==> src/rtl/uart_pkg.sv <==
// ----------------------------------------------------------------------------
// uart_pkg
// Shared definitions for the UART Tx parity generator and Rx frame checker.
//   uart_state_e : frame FSM state encoding (IDLE, START, DATA, PARITY, STOP)
//   PAR_EVEN/ODD : values of the parity_type control input
//   maj3         : 2-of-3 majority vote used by the oversampler
// ----------------------------------------------------------------------------
package uart_pkg;

    typedef enum logic [2:0] {
        IDLE   = 3'd0,
        START  = 3'd1,
        DATA   = 3'd2,
        PARITY = 3'd3,
        STOP   = 3'd4
    } uart_state_e;

    localparam logic PAR_EVEN = 1'b0;
    localparam logic PAR_ODD  = 1'b1;

    function automatic logic maj3(input logic a, input logic b, input logic c);
        return (a & b) | (a & c) | (b & c);
    endfunction

endpackage : uart_pkg

==> src/rtl/uart_rx_sampler.sv <==
// ----------------------------------------------------------------------------
// uart_rx_sampler
// Per-bit oversampling engine for the UART receiver. Counts clocks within a
// bit period, captures three samples around the bit centre and votes on them.
// Ports:
//   clk_i, rst_i   clock, asynchronous active-high reset
//   clear_i        hold the edge counter at 0 (receiver idle)
//   rx_i           synchronized serial line
//   presc_i        clocks per bit (latched by the caller for the frame)
//   bit_done_o     strobe on the last clock of a bit period
//   bit_val_o      majority-voted bit value, valid while bit_done_o is high
// ----------------------------------------------------------------------------
module uart_rx_sampler
    import uart_pkg::*;
#(
    parameter int PRESC_W = 6
) (
    input  logic               clk_i,
    input  logic               rst_i,
    input  logic               clear_i,
    input  logic               rx_i,
    input  logic [PRESC_W-1:0] presc_i,
    output logic               bit_done_o,
    output logic               bit_val_o
);

    localparam logic [PRESC_W-1:0] ONE = PRESC_W'(1);

    logic [PRESC_W-1:0] edge_cnt_q, edge_cnt_d;
    logic               s0_q, s0_d;
    logic               s1_q, s1_d;
    logic               s2_q, s2_d;

    logic [PRESC_W-1:0] half;
    logic [PRESC_W-1:0] mid_lo;
    logic [PRESC_W-1:0] mid_hi;
    logic [PRESC_W-1:0] last;
    logic               at_last;
    logic               s2_now;

    assign half    = presc_i >> 1;
    assign mid_lo  = half - ONE;
    assign mid_hi  = half + ONE;
    assign last    = presc_i - ONE;
    assign at_last = (edge_cnt_q == last);

    always_comb begin
        edge_cnt_d = edge_cnt_q;
        s0_d       = s0_q;
        s1_d       = s1_q;
        s2_d       = s2_q;
        if (clear_i) begin
            edge_cnt_d = '0;
        end else begin
            // Wrap on P-1 for any prescale value so an odd setting never stalls.
            edge_cnt_d = at_last ? '0 : edge_cnt_q + ONE;
            if (edge_cnt_q == mid_lo) s0_d = rx_i;
            if (edge_cnt_q == half)   s1_d = rx_i;
            if (edge_cnt_q == mid_hi) s2_d = rx_i;
        end
    end

    always_ff @(posedge clk_i or posedge rst_i) begin
        if (rst_i) begin
            edge_cnt_q <= '0;
            s0_q       <= 1'b1;
            s1_q       <= 1'b1;
            s2_q       <= 1'b1;
        end else begin
            edge_cnt_q <= edge_cnt_d;
            s0_q       <= s0_d;
            s1_q       <= s1_d;
            s2_q       <= s2_d;
        end
    end

    // With a small prescale the third sample point can coincide with the
    // last clock of the bit, so take it straight from the line in that case.
    assign s2_now     = (edge_cnt_q == mid_hi) ? rx_i : s2_q;
    assign bit_done_o = !clear_i && at_last;
    assign bit_val_o  = maj3(s0_q, s1_q, s2_now);

endmodule : uart_rx_sampler

==> config.mk <==
export PLATFORM = sky130hd
export DESIGN_NAME = uart_rx_sampler
export DESIGN_NICKNAME = d
export VERILOG_FILES = /design/src/rtl/uart_pkg.sv /design/src/rtl/uart_rx_sampler.sv
export SDC_FILE = /design/constraint.sdc
export NUM_CORES = 1
export LEC_CHECK = 0
export CAP_MARGIN = 25
export CORE_MARGIN = 2
export CORE_UTILIZATION = 53
export DETAILED_ROUTE_END_ITERATION = 8
export HOLD_SLACK_MARGIN = 0.1
export PLACE_DENSITY = 0.77
export SYNTH_ARGS = -nofsm -noshare
export SYNTH_HDL_FRONTEND = slang
export SYNTH_SLANG_ARGS = --single-unit
==> constraint.sdc <==
create_clock -name clk_i -period 3.6 [get_ports clk_i]
set_clock_uncertainty 0.2 [all_clocks]
set_input_delay 1.08 -clock clk_i [delete_from_list [all_inputs] [get_ports clk_i]]
set_output_delay 1.08 -clock clk_i [all_outputs]
set_load 0.02 [all_outputs]
### After elaboration in Yosys (flattened, before gate mapping)

Cells that the tools add are included.

| cells by class | value |
|---|---|
| add/sub/neg operators | 4 |
| eq/ne operators | 4 |
| multiplexer cells | 3 |
| bitwise operators | 6 |
| reductions and logical operators | 4 |

Operators with widths:

| operator | number |
|---|---|
| $eq A6 B6 Y1 | 3 |
| $mux W6 | 2 |
| $add A5 B1 Y6 const B | 1 |
| $add A6 B1 Y6 const B | 1 |
| $eq A6 B5 Y1 | 1 |
| $sub A5 B1 Y6 const B | 1 |
| $sub A6 B1 Y6 const B | 1 |
| $reduce_and A2 Y1 | 2 |
| $and A1 B1 Y1 | 3 |
| $or A1 B1 Y1 | 2 |
| $logic_and A1 B1 Y1 | 1 |
| $logic_not A1 Y1 | 1 |
| $mux W1 | 1 |
| $not A1 Y1 | 1 |

| storage, ports and cells | value |
|---|---|
| flip-flop bits (word level) | 9 |
| input port bits | 10 |
| output and inout bits | 2 |
| logic and storage cells | 25 |

### Logic depth before layout (Yosys ltp)

Gate-level depths: netlist (run 1).

| logic depth | value |
|---|---|
| depth in word-level cells | 6 |
| gate-level depth with buffers | 8 |
| depth with buffers taken out | 7 |

### Worst setup path after synthesis (run 1)

Ideal clock, no wire load.

| path | value |
|---|---|
| kind | input to output |
| from | input port presc_i[2] |
| to | output port bit_done_o |
| arrival time | 2.448 ns |
| data required time | 2.320 ns |
| path slack | -0.128 ns |
| cell stages on the path | 8 |
| buffers on the path | 1 |
| cells stage by stage | buf_2 -> inv_1 -> ha_1 -> a21boi_0 -> xnor2_1 -> nor3_1 -> nand3_1 -> nor2_1 |

| between the ends | value |
|---|---|
| cells in the longest elaborated chain, start to end | 3 |

RTL lines:

| what | line | RTL |
|---|---|---|
| start: declaration | uart_rx_sampler.sv:22 | `input logic [PRESC_W-1:0] presc_i,` |
| $sub A6 B1 Y6 | uart_rx_sampler.sv:44 | `assign last = presc_i - ONE;` |
| $eq A6 B6 Y1 | uart_rx_sampler.sv:45 | `assign at_last = (edge_cnt_q == last);` |
| $logic_and A1 B1 Y1 | uart_rx_sampler.sv:80 | `assign bit_done_o = !clear_i && at_last;` |
| end: declaration | uart_rx_sampler.sv:23 | `output logic bit_done_o,` |

No other way between the ends.

### Worst setup path after layout (run 1)

| path | value |
|---|---|
| from | input port presc_i[2] |
| to | output port bit_val_o |

| between the ends | value |
|---|---|
| cells in the longest elaborated chain, start to end | 6 |
| elaborated cells between the ends (all ways) | 7 |
| those cells by class | 1 x add/sub; 1 x eq/ne; 1 x mux; 4 x bitwise |

RTL lines:

| what | line | RTL |
|---|---|---|
| $add A5 B1 Y6 (*) | uart_rx_sampler.sv:43 | `assign mid_hi = half + ONE;` |
| $eq A6 B6 Y1 (*) | uart_rx_sampler.sv:79 | `assign s2_now = (edge_cnt_q == mid_hi) ? rx_i : s2_q;` |
| $mux W1 (*) | -- |  |
| $and A1 B1 Y1 | uart_pkg.sv:22 | `return (a & b) \| (a & c) \| (b & c);` |
| $or A1 B1 Y1 | uart_pkg.sv:22 |  |
| $or A1 B1 Y1 (*) | uart_pkg.sv:22 |  |
| end: declaration | uart_rx_sampler.sv:24 | `output logic bit_val_o` |

Every way passes the cells marked *; elsewhere a longest branch is shown, timed or not.

==> results.md, run 1 <==
* Status: finished, violations left
* Violations in the final reports: setup timing
* CP Launch Point: presc_i[2]
* Synthesis Warnings at 0
* Critical Path Sink Type: output port
* Most common cell in the netlist: xnor2_1
* Netlist Area Pre-Place at 901 um2
* Tmin final at 3.85 ns
* Final Max Slew Viols at 0
* Area Growth Syn to Fin at 63.2%
* Core area at 0.00154 mm2
* Routed WL at 3700 um
* Die X at 45.2 um
* Post-synth EDFFs at 0
* CTS tree: built
* Worst path slowest cell: o221ai_2
* Register area share after synthesis at 0.254
* # port buffers at 11
* Peak supply drop at 0.361 mV
* Yosys reg bits at 9
* Later-pin clock latency in the skew report at 0.26 ns
* Largest net degree at the start of global routing at 14
* Reg-to-reg slack, setup at 0.37 ns
* CTS root buf: clkbuf_4
* Critical path depth at 9
* Ports at 12
* Sum Neg Setup Slack at -0.599 ns
* R2r endpoint: s2_q
* Final Power at 0.000458 W
* ANT cells at 0
* # H-tree levels at 1
* Clk slew on worst S/H paths at 0.07 ns
* Comb power frac at 0.474
* Vias in the first global route at 1077
* Hold Crit Class: flop to flop
* Sw Share at 0.369
* Leak pwr at 0.604 nW
* FMAX at 260 MHz
* Worst path arrival time at 2.57 ns
* Psw at 0.000169 W
* Clock Path Buffers at 2
* Global-route wire length before repair at 4810 um
* Floorplan die height at 45.2 um
* Worst Slack Setup Final at -0.250 ns
* Drt initial violations at 55
* CP bufs+invs at 3
* Normalized max-slew margin at 0.638
* Vias at 1062
* Final setup fails at 3
* Syn Area/Cell at 8.50 um2
* CP Capture Point: bit_val_o
* Clock power frac at 0.178
* Die area at 0.00205 mm2
* Ys async rst share at 1.00
* Synth area leader: dfrtp_1
* Num CTS Buffers at 3
* CTS Sinks at 9
* DP Wirelength at 1750 um
* DR WL/cell at 22.6 um
* Initial antenna violation count at 0
* CP required at 2.32 ns
* P per Cell Area at 311 mW/mm2
* Critical-path cell list: buf_12, inv_8, ha_4, xnor2_2, nor2b_2, nand4_1, o221ai_2, nand3b_1, buf_6
* # Max-Cap Violations at 0
* Yosys top cell area share at 0.167
* CP max stage delay at 0.26 ns
* R2r startpoint: edge_cnt_q[1]
* Fillers at 34
* Post-synthesis cell count at 106
* RD Place Congestion at 0.779
* Crit path max fanout at 3
* Fin. Hold Viols at 0
* Floorplan row count at 14
* Sequential share of power at 0.348
* Synth Flop Type: dfrtp_1
* Mapped Nets at 121
* Slew @ Worst Pin at 0.543 ns
* R2r worst-path depth at 15
* Gr ovfl total at 0
* RSZ-0062 raised after global routing: yes
* Internal at 0.000289 W
* DRT Pass-1 Iters at 4
* Largest cells by area after synthesis: dfrtp_1 (17%), xnor2_1 (16%), dfstp_2 (8.8%), ha_1 (6.9%), nor2_1 (4.6%)
* Crit share post-route at 1.07
* Global-route usage over all layers at 0.334
* Layout Nets at 164
* Crit Path Class: input port to output port
* Layout cells sized above 1 at 0.486
* Crit path max-delay family: simple AND/OR/NAND/NOR gates
* Vias/cell at 6.48
* Cell variety after synth at 36
* DRC at 0
* DRT antenna net count at 0
* Commonest cells in the netlist: xnor2_1 (16), nor2_1 (11), nand2_1 (8)
* Initial core utilization at 0.584
* Startpoint types: input port
==> how the worst min path moves through the flow <==
stage | start | endpoint | cells past startpoint
after floorplan | edge_cnt_q[0] | edge_cnt_q[0] | 1
after global placement | edge_cnt_q[0] | edge_cnt_q[0] | 1
after detailed placement | edge_cnt_q[0] | edge_cnt_q[0] | 1
after CTS | edge_cnt_q[0] | edge_cnt_q[0] | 1
after global routing | edge_cnt_q[0] | edge_cnt_q[0] | 1
final | edge_cnt_q[0] | edge_cnt_q[0] | 1
==> state kept, by name, indices dropped and copies added, names as in the netlist <==
register / flops
s1_q: 1
s2_q: 1
edge_cnt_q: 6
s0_q: 1
==> layout make-up <==
type	instances	area (um2)	area share
Clock buffer	4	26.3	0.0179
Inverter	5	36.3	0.0247
Multi-Input combinational cell	87	778	0.529
Sequential cell	9	229	0.156
Tap cell	16	20.0	0.0136
Timing Repair Buffer	43	380	0.259
==> logic make-up (layout without fill, tap and decap cells) <==
logic type / Yosys count / in the layout / share of synthesized area
simple gates: 45 / 45 / 0.261
xor+xnor: 21 / 21 / 0.212
compound gates: 13 / 13 / 0.111
buf+inv: 10 / 52 / 0.0542
flops: 9 / 9 / 0.254
fa+ha+maj: 5 / 5 / 0.0694
mux: 3 / 3 / 0.0375
==> metrics by stage <==
| stage | instances | setup slack, ns | hold WS [ns] | cell area (um2) | utilization |
|---|---|---|---|---|---|
| floorplan | 106 | 0.00686 | 0.303 | 906 | - |
| global placement | 147 | -1.04 | 0.349 | 1150 | 0.744 |
| detailed placement | 147 | -1.12 | 0.355 | 1150 | 0.744 |
| CTS | 163 | -0.0894 | 0.363 | 1370 | 0.889 |
| global route | 164 | -0.321 | 0.406 | 1470 | 0.954 |
| finish | 164 | -0.250 | 0.381 | 1470 | 0.954 |
==> power groups by stage <==
stage / sequential [W] / clock [W] / combinational [W]
6_report: 0.000159 / 0.0000815 / 0.000217
5_1_grt: 0.000161 / 0.0000846 / 0.000226
4_1_cts: 0.000149 / 0.0000777 / 0.000177
3_5_place_dp: 0.000150 / 0 / 0.000139
3_3_place_gp: 0.000149 / 0 / 0.000134
2_1_floorplan: 0.000142 / 0 / 0.0000842
==> repair_timing <==
item	4_1_cts	5_1_grt
pin swaps	15	12
endpoints found under the setup margin	2	3
hold buffers	0	0
buffers inserted	12	1
gates resized for setup	61	19
==> layer usage <==
layer,part of all wire,up-vias,track usage
li1,-,457,-
met1,0.38,498,0.348
met2,0.48,79,0.611
met3,0.085,28,0.0560
met4,0.060,0,0.206
met5,0,-,0
==> worst reg2reg max path: cells and delay by family, from the launching register on <==
family,cells,cell delay (ns)
DFF,1,0.49
muxes,1,0.31
and+or+nand+nor,3,0.59
xor gates and xnor gates,1,0.24
buffers and inverters,10,1.32
==> placed cells by master (no fill, tap or decap), types with 3 or more instances in the layout <==
master and n:
xnor2_1 14, xor2_1 4, clkdlybuf4s50_1 3, clkbuf_4 3
nand2_1 8, dfstp_2 3, buf_4 29, nor2_1 10
buf_6 6, dfrtp_1 6, nand3_1 4, ha_4 3
Power figures use the tool's default switching activity.
==> inputs of run 2 (changes only) <==
- CORE_UTILIZATION: 53 -> 48
- PLACE_DENSITY: 0.77 -> 0.74
- clock period: 3.6 -> 3.3 ns (I/O delays scaled with it)
==> run 2 against run 1 <==
The run still ends with setup timing left. Non-clock buffer count fell by 8. Critical path depth did not move. Setup slack got worse by 0.053 ns. Wire length fell by 37%. Die area rose by 9.5%. Via count fell by 17%. Cell count rose by 0.61%. First-iteration DRC count fell by 89%. Sequential power rose by 3%. Utilization fell by 18 points. Total power fell by 5.4%. Global-route usage fell by 9.9 points. Largest cell class unchanged. Largest power group unchanged.
==> results.md, run 2 (synthesis results as in run 1) <==
* # Max-Cap Violations at 0
* Worst path slowest cell: or3_4
* Most numerous cell on the critical path: buf_6
* Area Growth Syn to Fin at 50.3%
* Floorplan die height at 47.3 um
* Clock power frac at 0.195
* Leading cell type in the layout, fill and taps excluded: buf_4
* Initial antenna violation count at 0
* Sequential share of power at 0.380
* Slew @ Worst Pin at 0.373 ns
* Drt initial violations at 6
* Core area at 0.00175 mm2
* Num CTS Buffers at 3
* Normalized max-slew margin at 0.749
* Hold_buf cts at 0
* Max reg flops at 6
* Most frequent cells in the layout: buf_4 (22), xnor2_1 (14), nor2_1 (10)
* Worst path arrival time at 2.41 ns
* RD Place Congestion at 0.825
* Largest net degree at the start of global routing at 10
* # port buffers at 11
* Vias in the first global route at 881
* DR WL/cell at 14.1 um
* Crit Path Class: input port to output port
* Layout Nets at 156
* Crit path max fanout at 3
* Crit share post-route at 1.09
* Global-route usage over all layers at 0.235
* Ports at 12
* Later-pin clock latency in the skew report at 0.26 ns
* Sw Share at 0.335
* Vias at 880
* Leak pwr at 0.539 nW
* Critical Path Sink Type: output port
* DRC at 0
* Comb power frac at 0.425
* CTS tree: built
* Gr ovfl total at 0
* Status: finished, violations left
* Sum Neg Setup Slack at -0.574 ns
* Tmin final at 3.60 ns
* Final Max Slew Viols at 0
* Critical-path cell list: buf_6, buf_6, ha_4, and3b_1, or3_4, a31oi_4, a211oi_2, nand3b_1, buf_6
* Layout cells sized above 1 at 0.436
* DRT Pass-1 Iters at 4
* # H-tree levels at 1
* Die X at 47.3 um
* DRT antenna net count at 0
* Clk slew on worst S/H paths at 0.06 ns
* Startpoint types: input port
* Psw at 0.000145 W
* Worst Slack Setup Final at -0.304 ns
* CP required at 2.11 ns
* Fin. Hold Viols at 0
* Initial core utilization at 0.516
* P per Cell Area at 320 mW/mm2
* Clock Path Buffers at 2
* Internal at 0.000288 W
* ANT cells at 0
* Floorplan row count at 15
* Peak supply drop at 0.306 mV
* Vias/cell at 5.33
* CP max stage delay at 0.34 ns
* CTS Sinks at 9
* FMAX at 278 MHz
* Die area at 0.00224 mm2
* DP Wirelength at 1740 um
* Routed WL at 2320 um
* CTS root buf: clkbuf_4
* Global-route wire length before repair at 3680 um
* Final setup fails at 2
* Hold Crit Class: flop to flop
* Final core occ at 0.776
* Violations in the final reports: setup timing
* RSZ-0062 raised after global routing: yes
* Largest Register: edge_cnt_q
## run 2: power groups by stage
stage	clock, W	combinational, W	sequential, W
2_1_floorplan	0	0.000100	0.000155
3_3_place_gp	0	0.000158	0.000160
3_5_place_dp	0	0.000162	0.000163
4_1_cts	0.0000877	0.000172	0.000161
5_1_grt	0.0000922	0.000200	0.000167
6_report	0.0000845	0.000184	0.000164
## run 2: metrics by stage
| stage | cells | total power [W] | hold slack [ns] | area (um2) | setup WS, ns |
|---|---|---|---|---|---|
| 3_5_place_dp | 158 | 0.000325 | 0.358 | 1230 | -1.19 |
| 4_1_cts | 164 | 0.000421 | 0.367 | 1310 | -0.327 |
| 6_report | 165 | 0.000433 | 0.369 | 1350 | -0.304 |
| 3_3_place_gp | 158 | 0.000319 | 0.339 | 1230 | -1.17 |
| 2_1_floorplan | 106 | 0.000255 | 0.303 | 972 | -0.0218 |
| 5_1_grt | 165 | 0.000459 | 0.398 | 1350 | -0.362 |
## run 2: cell type report
cell class              instances  area [um2]
flip-flops and latches          9         229
inverters                       5        21.3
repair buffers                 35         287
multi-input cells              87         759
clock buffers                   4        26.3
well taps                      25        31.3
fillers                       127         392
## run 2: timing repair
item                       4_1_cts  5_1_grt
setup buffers                    2        1
pin swaps                        9        7
setup endpoints to repair        2        2
resized for setup               37       14
gates cloned                     0        0
## run 2: path summary, 6_finish.rpt
kind | start | end | slack [ns] | cells past startpoint
worst min-delay path | edge_cnt_q[0] | edge_cnt_q[0] | 0.37 | 1
worst max register to register | edge_cnt_q[3] | s0_q | 1.00 | 6
worst max-delay path | presc_i[1] | bit_val_o | -0.30 | 9
max in group asynchronous | rst_i | s1_q | 1.81 | 2
min in group asynchronous | rst_i | edge_cnt_q[2] | 0.79 | 2
worst min register to register | edge_cnt_q[0] | edge_cnt_q[0] | 0.37 | 1
## run 2: critical path, delay by kind of cell
kind	cells	cell delay, ns
compound gates	2	0.27
fa+ha+maj	1	0.15
buf+inv	3	0.35
simple gates	3	0.65
## run 2: metal layers
metal	up-vias	share of wire	track usage	wire length [um]
met5	-	0	0	0
met2	16	0.52	0.422	1210
met1	426	0.45	0.289	1040
met4	0	0.0043	0.0556	10
met3	2	0.024	0.0385	56
li1	436	-	-	-
==> inputs of run 3 (changes only) <==
- SLEW_MARGIN: not set -> 10
==> results of run 3 <==
No change in the layout: final DEF, timing and power equal those of run 2.
